`src/rtl/seq_pkg.sv`:
```
// Shared types and constants for the seq_scan_arb slice.
// Holds the scheduler FSM state enum, the "101" detector state encodings
// and the number of zero pad bits used to flush the detector after a word.
package seq_pkg;

  // Scheduler FSM states
  typedef enum logic [1:0] {
    IDLE  = 2'd0,
    SHIFT = 2'd1,
    DRAIN = 2'd2,
    RESP  = 2'd3
  } arb_state_e;

  // Detector states, named by the suffix of "101" matched so far
  typedef enum logic [1:0] {
    S0   = 2'b00,
    S1   = 2'b01,
    S10  = 2'b10,
    S101 = 2'b11
  } det_state_e;

  // Zero pad bits shifted after the word to cover the detector's latency
  localparam int unsigned DRAIN_LEN = 2;

endpackage : seq_pkg

```
`src/rtl/seq_scan_arb_if.sv`:
```
// Handshake bundle for seq_scan_arb.
// Ports:
//   req0_valid/req0_data/req0_ready : requester 0 word handshake
//   req1_valid/req1_data/req1_ready : requester 1 word handshake
//   rsp_valid/rsp_ready             : response handshake
//   rsp_id                          : requester that owns the response
//   rsp_count                       : number of "101" detections in the word
// The master modport is the producer/consumer side; the slave modport is
// the scheduler.
interface seq_scan_arb_if #(
  parameter int unsigned WIDTH = 8,
  parameter int unsigned CW    = $clog2(WIDTH + 1)
) ();

  logic             req0_valid;
  logic [WIDTH-1:0] req0_data;
  logic             req0_ready;

  logic             req1_valid;
  logic [WIDTH-1:0] req1_data;
  logic             req1_ready;

  logic             rsp_valid;
  logic             rsp_ready;
  logic             rsp_id;
  logic [CW-1:0]    rsp_count;

  modport master (
    output req0_valid,
    output req0_data,
    input  req0_ready,
    output req1_valid,
    output req1_data,
    input  req1_ready,
    input  rsp_valid,
    output rsp_ready,
    input  rsp_id,
    input  rsp_count
  );

  modport slave (
    input  req0_valid,
    input  req0_data,
    output req0_ready,
    input  req1_valid,
    input  req1_data,
    output req1_ready,
    output rsp_valid,
    input  rsp_ready,
    output rsp_id,
    output rsp_count
  );

endinterface : seq_scan_arb_if

```
`src/rtl/seq_det_core.sv`:
```
// Serial "101" detector with restart-after-match.
// Ports:
//   clk, rst_n : clock, asynchronous active-low reset
//   clr        : force S0 and det=0 (priority over en)
//   en         : advance the detector by one bit
//   in         : serial input bit
//   det        : registered match flag, high one cycle, two en edges after
//                the completing bit is sampled
module seq_det_core
  import seq_pkg::*;
(
  input  logic clk,
  input  logic rst_n,
  input  logic clr,
  input  logic en,
  input  logic in,
  output logic det
);

  det_state_e state;
  det_state_e state_nxt;

  // State and det register; det reflects the state before this en edge
  always_ff @(posedge clk or negedge rst_n) begin
    if (!rst_n) begin
      state <= S0;
      det   <= 1'b0;
    end else if (clr) begin
      state <= S0;
      det   <= 1'b0;
    end else if (en) begin
      state <= state_nxt;
      det   <= (state == S101);
    end
  end

  // Next state; a 0 after a match drops to S0 so the trailing 1 is not reused
  always_comb begin
    state_nxt = state;
    case (state)
      S0:      state_nxt = in ? S1   : S0;
      S1:      state_nxt = in ? S1   : S10;
      S10:     state_nxt = in ? S101 : S0;
      S101:    state_nxt = in ? S1   : S0;
      default: state_nxt = S0;
    endcase
  end

endmodule : seq_det_core

```
`src/rtl/seq_scan_arb.sv`:
```
// Two-requester round-robin scheduler around one serial "101" detector.
// A granted word is shifted MSB-first through seq_det_core, followed by
// DRAIN_LEN zero pad bits, and the detection count is returned with the
// requester ID over the response handshake.
// Ports:
//   clk, rst_n : clock, asynchronous active-low reset
//   bus        : seq_scan_arb_if slave (requests in, response out)
module seq_scan_arb
  import seq_pkg::*;
#(
  parameter int unsigned WIDTH = 8,
  parameter int unsigned CW    = $clog2(WIDTH + 1)
) (
  input  logic clk,
  input  logic rst_n,
  seq_scan_arb_if.slave bus
);

  localparam int unsigned BCW = $clog2(WIDTH);
  localparam logic [CW-1:0] CNT_MAX = '1;

  arb_state_e       state;
  arb_state_e       state_nxt;

  logic [WIDTH-1:0] shreg;
  logic [BCW-1:0]   bit_cnt;
  logic [CW-1:0]    count;
  logic             last_grant;
  logic             id_q;
  logic             rsp_valid_q;

  logic             gnt0;
  logic             gnt1;
  logic             ready0;
  logic             ready1;
  logic             take;
  logic             bit_last;
  logic             drain_last;
  logic             core_clr;
  logic             core_en;
  logic             core_in;
  logic             det;

  // Round-robin grant: a lone requester wins, a contest goes to the other one
  always_comb begin
    gnt0 = bus.req0_valid & (~bus.req1_valid | last_grant);
    gnt1 = bus.req1_valid & (~bus.req0_valid | ~last_grant);
  end

  assign bit_last   = (bit_cnt == BCW'(WIDTH - 1));
  assign drain_last = (bit_cnt == BCW'(DRAIN_LEN - 1));

  // FSM state register
  always_ff @(posedge clk or negedge rst_n) begin
    if (!rst_n) begin
      state <= IDLE;
    end else begin
      state <= state_nxt;
    end
  end

  // FSM next state and core/handshake controls
  always_comb begin
    state_nxt = state;
    ready0    = 1'b0;
    ready1    = 1'b0;
    take      = 1'b0;
    core_clr  = 1'b0;
    core_en   = 1'b0;
    core_in   = 1'b0;
    case (state)
      IDLE: begin
        // rst_n gating keeps both readies low while reset is asserted
        ready0 = rst_n & gnt0;
        ready1 = rst_n & gnt1;
        take   = ready0 | ready1;
        if (take) begin
          core_clr  = 1'b1;
          state_nxt = SHIFT;
        end
      end
      SHIFT: begin
        core_en = 1'b1;
        core_in = shreg[WIDTH-1];
        if (bit_last) begin
          state_nxt = DRAIN;
        end
      end
      DRAIN: begin
        core_en = 1'b1;
        if (drain_last) begin
          state_nxt = RESP;
        end
      end
      RESP: begin
        if (rsp_valid_q && bus.rsp_ready) begin
          state_nxt = IDLE;
        end
      end
      default: begin
        state_nxt = IDLE;
      end
    endcase
  end

  // Word capture, shifting, bit/pad counting and response registers
  always_ff @(posedge clk or negedge rst_n) begin
    if (!rst_n) begin
      shreg       <= '0;
      bit_cnt     <= '0;
      count       <= '0;
      last_grant  <= 1'b1;
      id_q        <= 1'b0;
      rsp_valid_q <= 1'b0;
    end else begin
      case (state)
        IDLE: begin
          if (take) begin
            shreg      <= ready1 ? bus.req1_data : bus.req0_data;
            id_q       <= ready1;
            last_grant <= ready1;
            bit_cnt    <= '0;
            count      <= '0;
          end
        end
        SHIFT: begin
          shreg   <= {shreg[WIDTH-2:0], 1'b0};
          bit_cnt <= bit_last ? '0 : bit_cnt + BCW'(1);
        end
        DRAIN: begin
          bit_cnt <= drain_last ? '0 : bit_cnt + BCW'(1);
          if (drain_last) begin
            rsp_valid_q <= 1'b1;
          end
        end
        RESP: begin
          if (bus.rsp_ready) begin
            rsp_valid_q <= 1'b0;
          end
        end
        default: begin
          rsp_valid_q <= 1'b0;
        end
      endcase
      // Count is only stepped while the core is being clocked
      if (core_en && det && (count != CNT_MAX)) begin
        count <= count + CW'(1);
      end
    end
  end

  seq_det_core u_core (
    .clk   (clk),
    .rst_n (rst_n),
    .clr   (core_clr),
    .en    (core_en),
    .in    (core_in),
    .det   (det)
  );

  assign bus.req0_ready = ready0;
  assign bus.req1_ready = ready1;
  assign bus.rsp_valid  = rsp_valid_q;
  assign bus.rsp_id     = id_q;
  assign bus.rsp_count  = count;

endmodule : seq_scan_arb

```
`src/flat_wrapper.sv`:
```
// flat-port wrapper written by rule: the top's interface ports become plain ports
module seq_scan_arb_flat import seq_pkg::*;
#(
  parameter int unsigned WIDTH = 8,
  parameter int unsigned CW    = $clog2(WIDTH + 1)
)
  (clk, rst_n, bus_req0_valid, bus_req0_data, bus_req0_ready, bus_req1_valid, bus_req1_data, bus_req1_ready, bus_rsp_valid, bus_rsp_ready, bus_rsp_id, bus_rsp_count);
  seq_scan_arb_if #(.WIDTH(WIDTH), .CW(CW)) bus_i ();
  input  logic clk;
  input  logic rst_n;
  input wire logic [$bits(bus_i.req0_valid)-1:0] bus_req0_valid;
  input wire logic [$bits(bus_i.req0_data)-1:0] bus_req0_data;
  output wire logic [$bits(bus_i.req0_ready)-1:0] bus_req0_ready;
  input wire logic [$bits(bus_i.req1_valid)-1:0] bus_req1_valid;
  input wire logic [$bits(bus_i.req1_data)-1:0] bus_req1_data;
  output wire logic [$bits(bus_i.req1_ready)-1:0] bus_req1_ready;
  output wire logic [$bits(bus_i.rsp_valid)-1:0] bus_rsp_valid;
  input wire logic [$bits(bus_i.rsp_ready)-1:0] bus_rsp_ready;
  output wire logic [$bits(bus_i.rsp_id)-1:0] bus_rsp_id;
  output wire logic [$bits(bus_i.rsp_count)-1:0] bus_rsp_count;
  assign bus_i.req0_valid = bus_req0_valid;
  assign bus_i.req0_data = bus_req0_data;
  assign bus_req0_ready = bus_i.req0_ready;
  assign bus_i.req1_valid = bus_req1_valid;
  assign bus_i.req1_data = bus_req1_data;
  assign bus_req1_ready = bus_i.req1_ready;
  assign bus_rsp_valid = bus_i.rsp_valid;
  assign bus_i.rsp_ready = bus_rsp_ready;
  assign bus_rsp_id = bus_i.rsp_id;
  assign bus_rsp_count = bus_i.rsp_count;
  seq_scan_arb #(.WIDTH(WIDTH), .CW(CW)) u_core (.clk(clk), .rst_n(rst_n), .bus(bus_i));
endmodule
```
`config.mk`:
```
export PLATFORM = sky130hd
export DESIGN_NAME = seq_scan_arb_flat
export DESIGN_NICKNAME = d
export VERILOG_FILES = /design/src/rtl/seq_pkg.sv /design/src/rtl/seq_scan_arb_if.sv /design/src/rtl/seq_det_core.sv /design/src/rtl/seq_scan_arb.sv /design/src/flat_wrapper.sv
export SDC_FILE = /design/constraint.sdc
export NUM_CORES = 1
export LEC_CHECK = 0
export ABC_AREA = 0
export CELL_PAD_IN_SITES_DETAIL_PLACEMENT = 1
export CELL_PAD_IN_SITES_GLOBAL_PLACEMENT = 1
export CORE_MARGIN = 4
export CORE_UTILIZATION = 38
export DETAILED_ROUTE_END_ITERATION = 7
export GPL_TIMING_DRIVEN = 0
export PLACE_DENSITY = 0.87
export RECOVER_POWER = 25
export SLEW_MARGIN = 25
export SYNTH_ARGS = -nofsm -noshare
export SYNTH_HDL_FRONTEND = slang
export SYNTH_SLANG_ARGS = --single-unit
```
`constraint.sdc`:
```
create_clock -name clk -period 2.05 [get_ports clk]
set_input_delay 0.41 -clock clk [delete_from_list [all_inputs] [get_ports clk]]
set_output_delay 0.41 -clock clk [all_outputs]
set_load 0.05 [all_outputs]
```
After elaboration in Yosys (flattened, before gate mapping)
Cells that the tools add are included.
W data, S select, Z words.
- latch bits: 0
- memories kept: 0
- register bits after elaboration: 23
- output and inout port bits: 8
- ROM bits: 0
- memory bits (writable): 0
- mux-type cells: 33
- divide/modulo/power cells: 0
- $lt $le $gt $ge: 0
- shifts and indexed selects: 0
- reductions and logical operators: 19
- multiply operators: 0
- equality and inequality tests: 15
- $add $sub $neg: 2
- bitwise logic cells: 10
- operators with widths (operator ; count):
    $mux W2 ; 8
    $mux W8 ; 2
    $pmux W8 S2 ; 1
    $mux W1 ; 12
    $mux W4 ; 3
    $ne A2 B1 Y1 const B ; 5
    $reduce_bool A2 Y1 ; 5
    $mux W3 ; 3
    $pmux W3 S3 ; 1
    $eq A2 B2 Y1 const B ; 4
    $pmux W2 S4 ; 1
    $reduce_and A2 Y1 ; 4
    $pmux W2 S3 ; 1
    $add A4 B1 Y4 const B ; 1
    $and A1 B1 Y1 ; 4
    $eq A2 B1 Y1 const B ; 2
    $logic_not A2 Y1 ; 2
    $ne A4 B4 Y1 const B ; 1
    $reduce_and A4 Y1 ; 1
    $reduce_or A2 Y1 ; 2
    $add A3 B1 Y3 const B ; 1
    $eq A3 B1 Y1 const B ; 1
    $eq A3 B3 Y1 const B ; 1
    $logic_and A1 B1 Y1 ; 3
    other kinds (6) ; 10

Longest topological paths before layout
- depth in word-level cells: 9
- depth in mapped cells: 8

Cells and area by module
Synthesis repeated with hierarchy kept, for this count alone.
- cell total of the unflattened synthesis: 141
- area, all modules: 1406.3 um2
- modules (own cells, without submodules) (module ; area an instance (um2) ; sequential area each (um2) ; times used ; cells an instance):
    seq_scan_arb ; 1273.7 ; 501.7 ; 1 ; 128
    seq_det_core ; 132.6 ; 75.1 ; 1 ; 13

Least setup slack after synthesis
Ideal clock, no wire load.
- kind: register to register
- from: register u_core.state[0]
- to: register u_core.shreg[1]
- setup slack: 319 ps
- cell stages (with the launch flop): 9
- setup time: 131 ps
- clock period less this slack: 1731 ps
- buffers on the path: 1
- data arrival time: 1600 ps
- cells stage by stage: dfrtp_1 inv_1 ha_1 buf_4 and2_4 nand3_4 inv_2 o311ai_0 o21ai_1
- word-level cells in the longest chain between the ends: 5
- ends and longest elaborated chain (what ; RTL line ; RTL):
    start: declaration ; seq_scan_arb.sv:22 ; arb_state_e state;
    start signal: assignment ; seq_scan_arb.sv:58 ; state <= state_nxt;
    $logic_not A2 Y1 ; seq_scan_arb.sv:71 ; case (state)
    $mux W1 ; seq_scan_arb.sv:71 ;
    net bus_req1_ready ; flat_wrapper.sv:16 ; output wire logic [$bits(bus_i.req1_ready)-1:0] bus_req1_ready;
    $mux W8 ; seq_scan_arb.sv:119 ; shreg <= ready1 ? bus.req1_data : bus.req0_data;
    $mux W8 ; seq_scan_arb.sv:118 ; if (take) begin
    $pmux W8 S2 ; seq_scan_arb.sv:116 ; case (state)
    end signal: assignment ; seq_scan_arb.sv:119 ;
    end signal: assignment ; seq_scan_arb.sv:127 ; shreg <= {shreg[WIDTH-2:0], 1'b0};
    end: declaration ; seq_scan_arb.sv:25 ; logic [WIDTH-1:0] shreg;
The timed path passes the listed nets, and every way through them passes these cells. The select of a mux whose other input is x is not followed.
A chain may end at the register's enable or synchronous reset.

Worst setup path in the final report
- from: register u_core.state[0]
- to: register u_core.state[1]
- word-level cells in the longest chain between the ends: 3
- ends and longest elaborated chain (what ; RTL line):
    $eq A2 B2 Y1, or another cell as far along ; seq_scan_arb.sv:71
    $ne A2 B1 Y1 (no line) ; --
    $reduce_and A4 Y1 (no line) ; --
Several ways; a longest one is shown, not always the timed one.

==> key figures <==
Critical path
  – Top cell by count, worst path: buf_4
  – Crit path to: u_core.state[1]$_DFFE_PN0P_
  – Crit path kind: reg2reg
  – R2r startpoint: u_core.state[0]$_DFFE_PN0P_
  – Largest stage delay, worst path: between 0.5 and 0.6 ns
  – Req. time, crit path: between 2 and 2.5 ns
  – Crit Reg-Reg Endpoint: u_core.state[1]$_DFFE_PN0P_
  – CP endpoint kind: flip-flop
  – Cells along the critical path: buf_4, buf_4, ha_2, buf_6, a222oi_1, a21oi_1, a31o_1
  – Worst Setup SP: u_core.state[0]$_DFFE_PN0P_
  – Reg2Reg Depth: 7
  – Critical-path maximum fanout: 10
  – Worst reg2reg setup slack: roughly 0.042 ns
  – Slowest cell on the critical path: a222oi_1
  – CP Data Arrival Time: around 2.2 ns
  – Crit start category: flip-flop

Clock network
  – Longest Clk Path Bufs: 2
  – CTS Buf Count: 3
  – Reg clk slew, reported paths: between 0.1 and 0.15 ns
  – Clock sinks: 23
  – Hold_buf cts: 0
  – Clk root buf: clkbuf_4
  – Worst skew pair latency: ~0.32 ns
  – TritonCTS clock tree: built
  – H-tree levels: 1

Synthesis
  – Syn Nets: 172
  – Post-synthesis instance total: 143
  – Syn_area_per_cell: 9.43 sq um
  – Post-synth cell types: 36
  – FF+latch count, synth: 23
  – Synth warn: 0
  – Share of the yosys chip area belonging to registers: 0.428
  – Mapped cell area: ~0.0013 sq mm

STA
  – Tcrit/Tclk final: 0.980
  – Slew Limit Fails: 0
  – Setup Viol. Count Final: 0
  – Slew headroom: 0.619
  – Hold slack: 0.0619 ns
  – Slew @ Worst Pin: around 0.57 ns
  – Minimum clock period: 2.01 ns
  – Hold Fails Final Rpt: 0
  – Worst Skew: slightly above 0.009 ns
  – RSZ-0062 raised after global routing: yes
  – Fmax: 498 MHz

Global routing
  – GR Overflow Total: 0
  – Largest net degree at the start of global routing: 26
  – Global-route wire length before repair: a little under 6000 um
  – Total GRT Usage: 0.174
  – Vias in the first global route: ~1,300
  – Antenna violations before repair: 0

Drt
  – Routed wire length: about 3700 um
  – DRT Pass-1 Iters: 4
  – Vias per cell: approximately 5.4
  – Routed via count: about 1,200
  – DR iter-0 viols: 34
  – Post-route DRC: 0
  – DR WL/cell: around 16 um
  – ANT nets after route: 0

Power and ir drop
  – VDD IR max: 0.000674 V
  – Total power: between 2 and 3 mW
  – Leakage: 0.814 nW
  – Pwr/cell area: approximately 1400 mW/mm^2

Placement
  – IO buf count: 28
  – Final HPWL DP: 2590 um
  – Gpl congestion: 0.735

Floorplanning
  – Initial core utilization: 0.398
  – Core Rows: 21
  – Die span in y: roughly 68 um
  – # IOs: 29
  – Die footprint: about 0.0046 sq mm
  – Core area: 0.00339 sq mm
  – Die W: about 68 um

Run
  – MaxCap Viol Count: 0

Final layout
  – Commonest non-fill, non-tap cell in the layout: clkdlybuf4s50_1
  – Commonest non-fill, non-tap cells in the layout: clkdlybuf4s50_1, dfrtp_1, nand2_1
  – ANT cells: 0
  – Area delta synth->final: 34.3%
  – Layout cells sized above 1: 0.176
  – Layout net count: roughly 210

Status
  – Run status: finished clean

Min path
  – Min-delay worst type: in2async
## worst min-delay path by stage
stage | startpoint | end | slack [ns] | cells after the start
6_report | rst_n | u_core.shreg[3]$_DFFE_PN0P_ | 0.06 | 1
5_1_grt | rst_n | u_core.bus.rsp_valid$_DFFE_PN0P_ | 0.09 | 1
4_1_cts | rst_n | u_core.shreg[3]$_DFFE_PN0P_ | 0.09 | 1
3_5_place_dp | rst_n | u_core.bus.rsp_valid$_DFFE_PN0P_ | 0.44 | 1
3_3_place_gp | u_core.shreg[0]$_DFFE_PN0P_ | u_core.shreg[0]$_DFFE_PN0P_ | 0.46 | 2
2_1_floorplan | rst_n | u_core.bit_cnt[0]$_DFFE_PN0P_ | 0.11 | 0
## power by group
part	leakage [nW]	total, mW	switching, mW	internal, mW
clock	0.0150	0.224	0.148	0.0761
sequential	0.292	0.775	0.126	0.649
combinational	0.507	1.60	0.921	0.676
## critical path: cells and delay by family, from the launching register on
kind	cells	cell delay [ns]
AO/OA/AOI/OAI	3	0.91
adder cells (fa/ha/maj)	1	0.18
flip-flops	1	0.42
buffers and inverters	3	0.40
## per-layer routing
layer | vias to the layer above | GRT usage | wire [um]
met4 | 0 | 0.0481 | 58
met5 | - | 0 | 0
met3 | 6 | 0.0183 | 87
li1 | 589 | - | -
met2 | 22 | 0.312 | 2070
met1 | 611 | 0.217 | 1540
## stage by stage
stage               setup slack (ns)  utilization  cell area [sq um]  setup TNS (ns)  cells
detailed placement            -0.731        0.496               1680           -1.29    217
floorplan                      0.319            -               1350               0    143
finish                        0.0417        0.535               1810               0    228
global route                 -0.0385        0.535               1810         -0.0768    228
global placement               -1.56        0.498               1690          -15.48    217
CTS                          0.00343        0.515               1750               0    224
## state kept, by name, indices dropped and copies added, names as in the netlist
| register | flops |
|---|---|
| u_core.bit_cnt | 3 |
| u_core.bus.rsp_count | 4 |
| u_core.bus.rsp_id | 1 |
| u_core.bus.rsp_valid | 1 |
| u_core.last_grant | 1 |
| u_core.shreg | 8 |
| u_core.state | 2 |
| u_core.u_core.det | 1 |
| u_core.u_core.state | 2 |
## logic make-up after synthesis
family / share of synthesized area
AOI/OAI and AO/OA: 0.212
buffers and inverters: 0.0519
xor gates and xnor gates: 0.00649
DFF: 0.428
muxes: 0.0260
and+or+nand+nor: 0.201
adders and majority gates: 0.0742
## cells in the mapped netlist, drive strengths merged
cell / number / area, sq um
a21o: 3 / 22.5
a21oi: 10 / 53.8
a222oi: 1 / 10.0
a22o: 2 / 17.5
a31o: 2 / 26.3
and2: 1 / 8.76
buf: 5 / 36.3
clkbuf: 1 / 3.75
dfrtp: 22 / 551
dfstp: 1 / 26.3
ha: 8 / 100
inv: 8 / 30.0
mux2: 1 / 15.0
mux2i: 2 / 20.0
nand2: 18 / 67.6
nand2b: 10 / 62.6
nand3: 9 / 57.6
nand4b: 1 / 8.76
nor2: 3 / 11.3
nor3: 8 / 40.0
o211ai: 1 / 7.51
o21ai: 14 / 73.8
o22ai: 1 / 6.26
o311ai: 7 / 61.3
o31ai: 1 / 7.51
or2b: 2 / 15.0
xnor2: 1 / 8.76
## timing repair
item,in CTS,in global routing
endpoints found under the setup margin,2,4
pin swaps,0,1
gates resized for setup,19,11
buffers inserted,3,4
## area by class of cell
class	count	area [sq um]
plain buffers	6	43.8
clock buffers	4	26.3
fillers	390	1580
inverters	8	35.0
multi-input cells	106	729
flip-flops and latches	23	577
well taps	46	57.6
repair buffers	35	343
Power figures use the tool's default switching activity.
==> variant 1, RTL diff (config.mk and constraints unchanged) <==
`WIDTH` is set to 8 in 3 places; all go to 32.
--- a/src/rtl/seq_scan_arb_if.sv
+++ b/src/rtl/seq_scan_arb_if.sv
@@ -8,7 +8,7 @@
 // The master modport is the producer/consumer side; the slave modport is
 // the scheduler.
 interface seq_scan_arb_if #(
-  parameter int unsigned WIDTH = 8,
+  parameter int unsigned WIDTH = 32,
   parameter int unsigned CW    = $clog2(WIDTH + 1)
 ) ();
 
--- a/src/rtl/seq_scan_arb.sv
+++ b/src/rtl/seq_scan_arb.sv
@@ -8,7 +8,7 @@
 module seq_scan_arb
   import seq_pkg::*;
 #(
-  parameter int unsigned WIDTH = 8,
+  parameter int unsigned WIDTH = 32,
   parameter int unsigned CW    = $clog2(WIDTH + 1)
 ) (
   input  logic clk,
--- a/src/flat_wrapper.sv
+++ b/src/flat_wrapper.sv
@@ -1,7 +1,7 @@
 // flat-port wrapper written by rule: the top's interface ports become plain ports
 module seq_scan_arb_flat import seq_pkg::*;
 #(
-  parameter int unsigned WIDTH = 8,
+  parameter int unsigned WIDTH = 32,
   parameter int unsigned CW    = $clog2(WIDTH + 1)
 )
   (clk, rst_n, bus_req0_valid, bus_req0_data, bus_req0_ready, bus_req1_valid, bus_req1_data, bus_req1_ready, bus_rsp_valid, bus_rsp_ready, bus_rsp_id, bus_rsp_count);
Ports: changed (resized bus_req0_data, bus_req1_data and bus_rsp_count); port bits go from 29 to 79. The function was not compared with the original's and may differ.
==> variant 1 against the unedited design <==
Synthesized area rose by 120%; wire length rose by 130%; final cell count rose by 120%; synthesized cell count rose by 110%; worst setup slack improved by 0.018 ns; power rose by 97%; sequential power rose by 120%; design area rose by 130%; sequential cell count rose by 28; count of clock-buffer cells in the layout rose by 3; critical path type is now reg2out.
==> variant 1: results (changes against the unedited design) <==
| Metric | Value |
|---|---|
| R2r setup slk | 0.09 ns (+0.05 ns) |
| Top reg by flops | u_core.shreg |
| Clk_skew | 0.00823 ns (-0.000845 ns) |
| All-Layer GR Usage | 18.6% (+1.2 points) |
| Largest net degree at the start of global routing | 55 (+110%) |
| H-Tree Depth | 2 (+1) |
| Most used flip-flop cell after synthesis | dfrtp_1 |
| Worst hold path class | in2async |
| Initial DRC Count | 64 (+88%) |
| Critical Path Fanout Max | 5 (-5) |
| Yosys warns | 0 (unchanged) |
| DR vias | 2698 (+120%) |
| Post-placement cell area | 0.00392 mm^2 (+130%) |
| Slowest stage cell, crit path | clkdlybuf4s50_1 |
| P_leak | 1.90 nW (+130%) |
| IR drop worst, VDD | 714 uV (+5.9%) |
| PortBufs | 78 (+180%) |
| Post-Place Cells | 479 (+120%) |
| Layout filler cell count | 873 (+120%) |
| Cell internal pwr | 0.00289 W (+110%) |
| Initial antenna violation count | 0 (unchanged) |
| R2R Path Start | u_core.bit_cnt[0]$_DFFE_PN0P_ |
| Max reg flops | 32 (+24) |
| Synth async-reset ratio | 100% (unchanged) |
| Placer congestion estimate | 0.757 (+3.0%) |
| Most frequent cells after synthesis | dfrtp_1 (50), a21oi_1 (37), mux2i_1 (33) |
| Worst path max stage delay | 0.84 ns (+0.29 ns) |
| Register area share after synthesis | 42.8% (about the same) |
| Vias in the first global route | 2940 (+140%) |
| Root buf cell | clkbuf_8 |
| Worst Reg-to-Reg Cells | 7 (unchanged) |
| Worst slew pin tran | 0.506 ns (-0.0595 ns) |
| Yosys cell types | 45 (+25%) |
| DR pass1 iterations | 4 (unchanged) |
| Clk Latency, worst-skew pair | 0.30 ns (-0.02 ns) |
| Crit path DAT | 1.58 ns (-0.65 ns) |
| Clk buf depth | 2 (unchanged) |
| Hold WS | 0.0755 ns (+0.0135 ns) |
| Drt wl/cell | 17.3 um (+5.4%) |
| Clock-pin slew on the worst setup and hold paths | 0.09 ns (-0.05 ns) |
| FF-to-FF End | u_core.bit_cnt[3]$_DFFE_PN0P_ |
| Syn_nets | 376 (+120%) |
| Diodes inserted | 0 (unchanged) |
| Final wirelength | 8.69 mm (+130%) |
| CTS buffer count | 5 (+2) |
| Cells after Synth | 298 (+110%) |
| Top area cells in the synthesized netlist | dfrtp_1 (42%), mux2i_1 (11%), a211oi_1 (7.8%), o21bai_1 (7.8%), a21oi_1 (6.2%) |
| Share of cells above drive strength 1 | 14.8% (-2.8 points) |
| Status | finished clean |
| Post-DP HPWL | 6.17 mm (+140%) |
| First-pass GRT wire length | 14.7 mm (+150%) |
| Cell family with most CP delay | buffers and inverters |
[variant 1: cell types whose count changed after synthesis, moves of 6 or more]
cell,change
mux2i_1,+31
a211oi_1,+31
clkbuf_1,+8
nor3_1,-8
dfrtp_1,+28
buf_2,+7
o311ai_0,-6
a21oi_1,+28
nand2b_1,-7
o21bai_1,+31
[variant 1: worst max-delay path by stage]
stage / from / end / slack [ns]
floorplan: u_core.state[0]$_DFFE_PN0P_ / bus_req0_ready / 0.09
global placement: rst_n / bus_req1_ready / -2.74
detailed placement: bus_req0_valid / bus_req1_ready / -0.96
CTS: u_core.state[1]$_DFFE_PN0P_ / u_core.shreg[13]$_DFFE_PN0P_ / 0.007
global route: u_core.state[1]$_DFFE_PN0P_ / bus_req1_ready / -0.02
finish: u_core.bus.rsp_count[2]$_DFFE_PN0P_ / bus_rsp_count[2] / 0.06
[variant 1: metrics by stage]
| stage | worst slack [ns] | utilization [%] | setup TNS [ns] |
|---|---|---|---|
| floorplan | 0.0871 | - | 0 |
| global placement | -2.74 | 50.7 | -162.24 |
| detailed placement | -0.955 | 51.0 | -7.15 |
| CTS | 0.00727 | 53.5 | 0 |
| global route | -0.0161 | 54.9 | -0.0315 |
| finish | 0.0598 | 54.9 | 0 |
[variant 1: cells by family (layout without fill, tap and decap cells)]
logic type,Yosys count,count (layout),share of synthesized area [%]
AOI/OAI and AO/OA,128,128,28.9
DFF,51,51,42.8
and+or+nand+nor,42,42,7.21
muxes,34,34,11.6
buffers and inverters,32,134,5.20
adders and majority gates,9,9,3.77
xor gates and xnor gates,2,2,0.587
[variant 1: area by class of cell]
class	count	area, um^2	area share [%]
clock inverters	1	5.00	0.119
clock buffers	7	76.3	1.81
multi-input cells	215	1590	37.6
inverters	10	52.6	1.25
plain buffers	21	144	3.41
well taps	102	128	3.03
repair buffers	95	948	22.5
flip-flops and latches	51	1280	30.3
[variant 1: metal layers]
layer  part of all wire (%)  vias to the layer above  track usage (%)
li1                       -                     1314                -
met1                     45                     1319             24.5
met2                     51                       57             31.6
met3                    3.5                        8             3.89
met4                   0.91                        0             3.56
met5                      0                        -                0
[variant 1: power by group through the flow]
stage | logic, W | clock network, W | registers, W
after floorplan | 0.00165 | 0 | 0.00182
after global placement | 0.00242 | 0 | 0.00169
after detailed placement | 0.00256 | 0 | 0.00172
after CTS | 0.00272 | 0.000585 | 0.00171
after global routing | 0.00312 | 0.000625 | 0.00176
final | 0.00284 | 0.000573 | 0.00171
[variant 1: timing repair]
action | in CTS | in global routing
buffers inserted | 4 | 11
hold endpoints to repair | 2 | 0
gates resized for setup | 33 | 22
hold buffers | 1 | 0
endpoints found under the setup margin | 21 | 29
pin swaps | 0 | 1
==> variant 2, RTL diff (same flow settings) <==
Without the edit above. Reset style: synchronous (`rst_n`), changed in 3 clocked blocks. Comments in the files are not updated.
--- a/src/rtl/seq_det_core.sv
+++ b/src/rtl/seq_det_core.sv
@@ -21,7 +21,7 @@
   det_state_e state_nxt;
 
   // State and det register; det reflects the state before this en edge
-  always_ff @(posedge clk or negedge rst_n) begin
+  always_ff @(posedge clk) begin
     if (!rst_n) begin
       state <= S0;
       det   <= 1'b0;
--- a/src/rtl/seq_scan_arb.sv
+++ b/src/rtl/seq_scan_arb.sv
@@ -51,7 +51,7 @@
   assign drain_last = (bit_cnt == BCW'(DRAIN_LEN - 1));
 
   // FSM state register
-  always_ff @(posedge clk or negedge rst_n) begin
+  always_ff @(posedge clk) begin
     if (!rst_n) begin
       state <= IDLE;
     end else begin
@@ -104,7 +104,7 @@
   end
 
   // Word capture, shifting, bit/pad counting and response registers
-  always_ff @(posedge clk or negedge rst_n) begin
+  always_ff @(posedge clk) begin
     if (!rst_n) begin
       shreg       <= '0;
       bit_cnt     <= '0;
Formal check against the unedited RTL: differs if rst_n is asserted again (counterexample within 4 cycles, from zero or initial values and one cycle with rst_n low); with rst_n held inactive, the same outputs for 10 cycles.
==> variant 2 against the unedited design <==
Worst setup slack better by 0.060 ns; synthesized area fell by 6.2%; final cell count is 3.1% higher; sequential power decreased by 19%; hold slack better by 0.25 ns; design area down 7.4%; global-route usage up 1.6 points; register-to-register slack gained 0.19 ns; first-iteration DRC count grew 140%; sequential cell count stayed put; die area decreased by 5.5%; wire length is 2.2% higher; fmax grew 3.1%; power is 35% lower; critical path type is now reg2out; largest cell class unchanged; largest power group unchanged; highest routed layer unchanged.
==> variant 2: results (changes against the unedited design) <==
| Metric | Value |
|---|---|
| Status | finished clean |
| Largest net degree at the start of global routing | 13 (-50%) |
| Final wirelength | 3.83 mm (+2.2%) |
| Top cell type's share of synthesized area | 36.4% (-4.4 points) |
| All-Layer GR Usage | 19.0% (+1.6 points) |
| First-pass GRT wire length | 6.38 mm (+7.1%) |
| Net switching power | 0.000744 W (-38%) |
| Yosys cell types | 35 (-2.8%) |
| Initial DRC Count | 82 (+140%) |
| Slowest stage cell, crit path | clkdlybuf4s50_1 |
| Placer congestion estimate | 0.804 (+9.4%) |
| Mux contribution to synthesized area | 0.791% (-1.8 points) |
| Cell family with most CP delay | buffers and inverters |
| P_leak | 0.686 nW (-16%) |
| Slew HR | 66.3% (+4.5 points) |
| DR vias | 1342 (+9.3%) |
| Syn_nets | 188 (+9.3%) |
| Register area share after synthesis | 36.4% (-6.4 points) |
| IR drop worst, VDD | 368 uV (-45%) |
| Worst hold path class | in2reg |
| Top area cells in the synthesized netlist | dfxtp_1 (36%), ha_1 (8.9%), nand2_1 (6.8%), a21oi_1 (5.9%), nor3_1 (5.9%) |
| Crit path DAT | 1.54 ns (-0.69 ns) |
| Most frequent cells after synthesis | dfxtp_1 (23), nand2_1 (23), a21oi_1 (15), nor3_1 (15), o21ai_0 (10) |
| Compound-gate portion of the synthesized area | 24.1% (+2.9 points) |
| Adder-cell share of the synthesized area | 8.90% (+1.5 points) |
| Worst path max stage delay | 0.83 ns (+0.28 ns) |
| Clk_skew | 0.00267 ns (-0.00640 ns) |
| Nets | 222 (+4.7%) |
## variant 2: cell count changes after synthesis, sizes merged, moves of 3 or more
| cell | delta |
|---|---|
| dfxtp | +23 |
| a21oi | +5 |
| nand3 | -4 |
| dfrtp | -22 |
| nor3 | +7 |
| o211ai | +5 |
| o21ai | -3 |
| o311ai | -7 |
| nand2b | -6 |
| o31ai | +7 |
| nand2 | +5 |
## variant 2: routing by layer
layer / wire length [um] / GRT usage (%)
met2: 1970 / 36.5
met4: 32 / 4.66
met1: 1620 / 21.3
met5: 0 / 0
met3: 209 / 3.08
## variant 2: final cells by class
class                           instances  area (um^2)
Buffer                                  7         38.8
Clock buffer                            4         26.3
Fill cell                             390         1450
Inverter                               10         42.5
Multi-Input combinational cell        118          761
Sequential cell                        23          462
Tap cell                               44         55.1
Timing Repair Buffer                   29          293
## variant 2: kinds of logic (layout without fill, tap and decap cells)
| logic type | count (synthesis) | count (layout) |
|---|---|---|
| compound gates | 48 | 48 |
| xor+xnor | 1 | 1 |
| fa+ha+maj | 9 | 9 |
| buf+inv | 17 | 50 |
| flops | 23 | 23 |
| mux | 1 | 1 |
| simple gates | 59 | 59 |
## variant 2: final timing paths
check                                        from                             end  slack, ns  depth (start not counted)
max          u_core.bus.rsp_count[1]$_SDFFE_PN0P_                bus_rsp_count[1]       0.10                          1
min                                         rst_n  u_core.last_grant$_SDFFE_PN1P_       0.31                          2
max reg2reg          u_core.state[0]$_SDFFE_PN0P_    u_core.shreg[7]$_SDFFE_PN0P_       0.23                          8
min reg2reg          u_core.shreg[5]$_SDFFE_PN0P_    u_core.shreg[5]$_SDFFE_PN0P_       0.47                          2
## variant 2: what timing repair did
action | in CTS | in global routing
resized for setup | 16 | 12
setup endpoints to repair | 2 | 14
setup buffers | 1 | 1
pin swaps | 1 | 1
## variant 2: power groups by stage
stage	Combinational (W)	Sequential (W)	Clock, W
2_1_floorplan	0.000534	0.000615	0
3_3_place_gp	0.000727	0.000617	0
3_5_place_dp	0.000778	0.000629	0
4_1_cts	0.000800	0.000618	0.000224
5_1_grt	0.000948	0.000635	0.000246
6_report	0.000851	0.000625	0.000214
## variant 2: metrics by stage
stage	hold WS (ns)	setup TNS (ns)	util (%)	power [W]	std cells
after global routing	0.297	0	53.6	0.00183	235
final	0.311	0	53.6	0.00169	235
after detailed placement	0.440	-1.85	50.8	0.00141	229
after global placement	0.431	-1.38	50.8	0.00134	229
after CTS	0.300	0	52.4	0.00164	234
after floorplan	0.420	0	-	0.00115	158
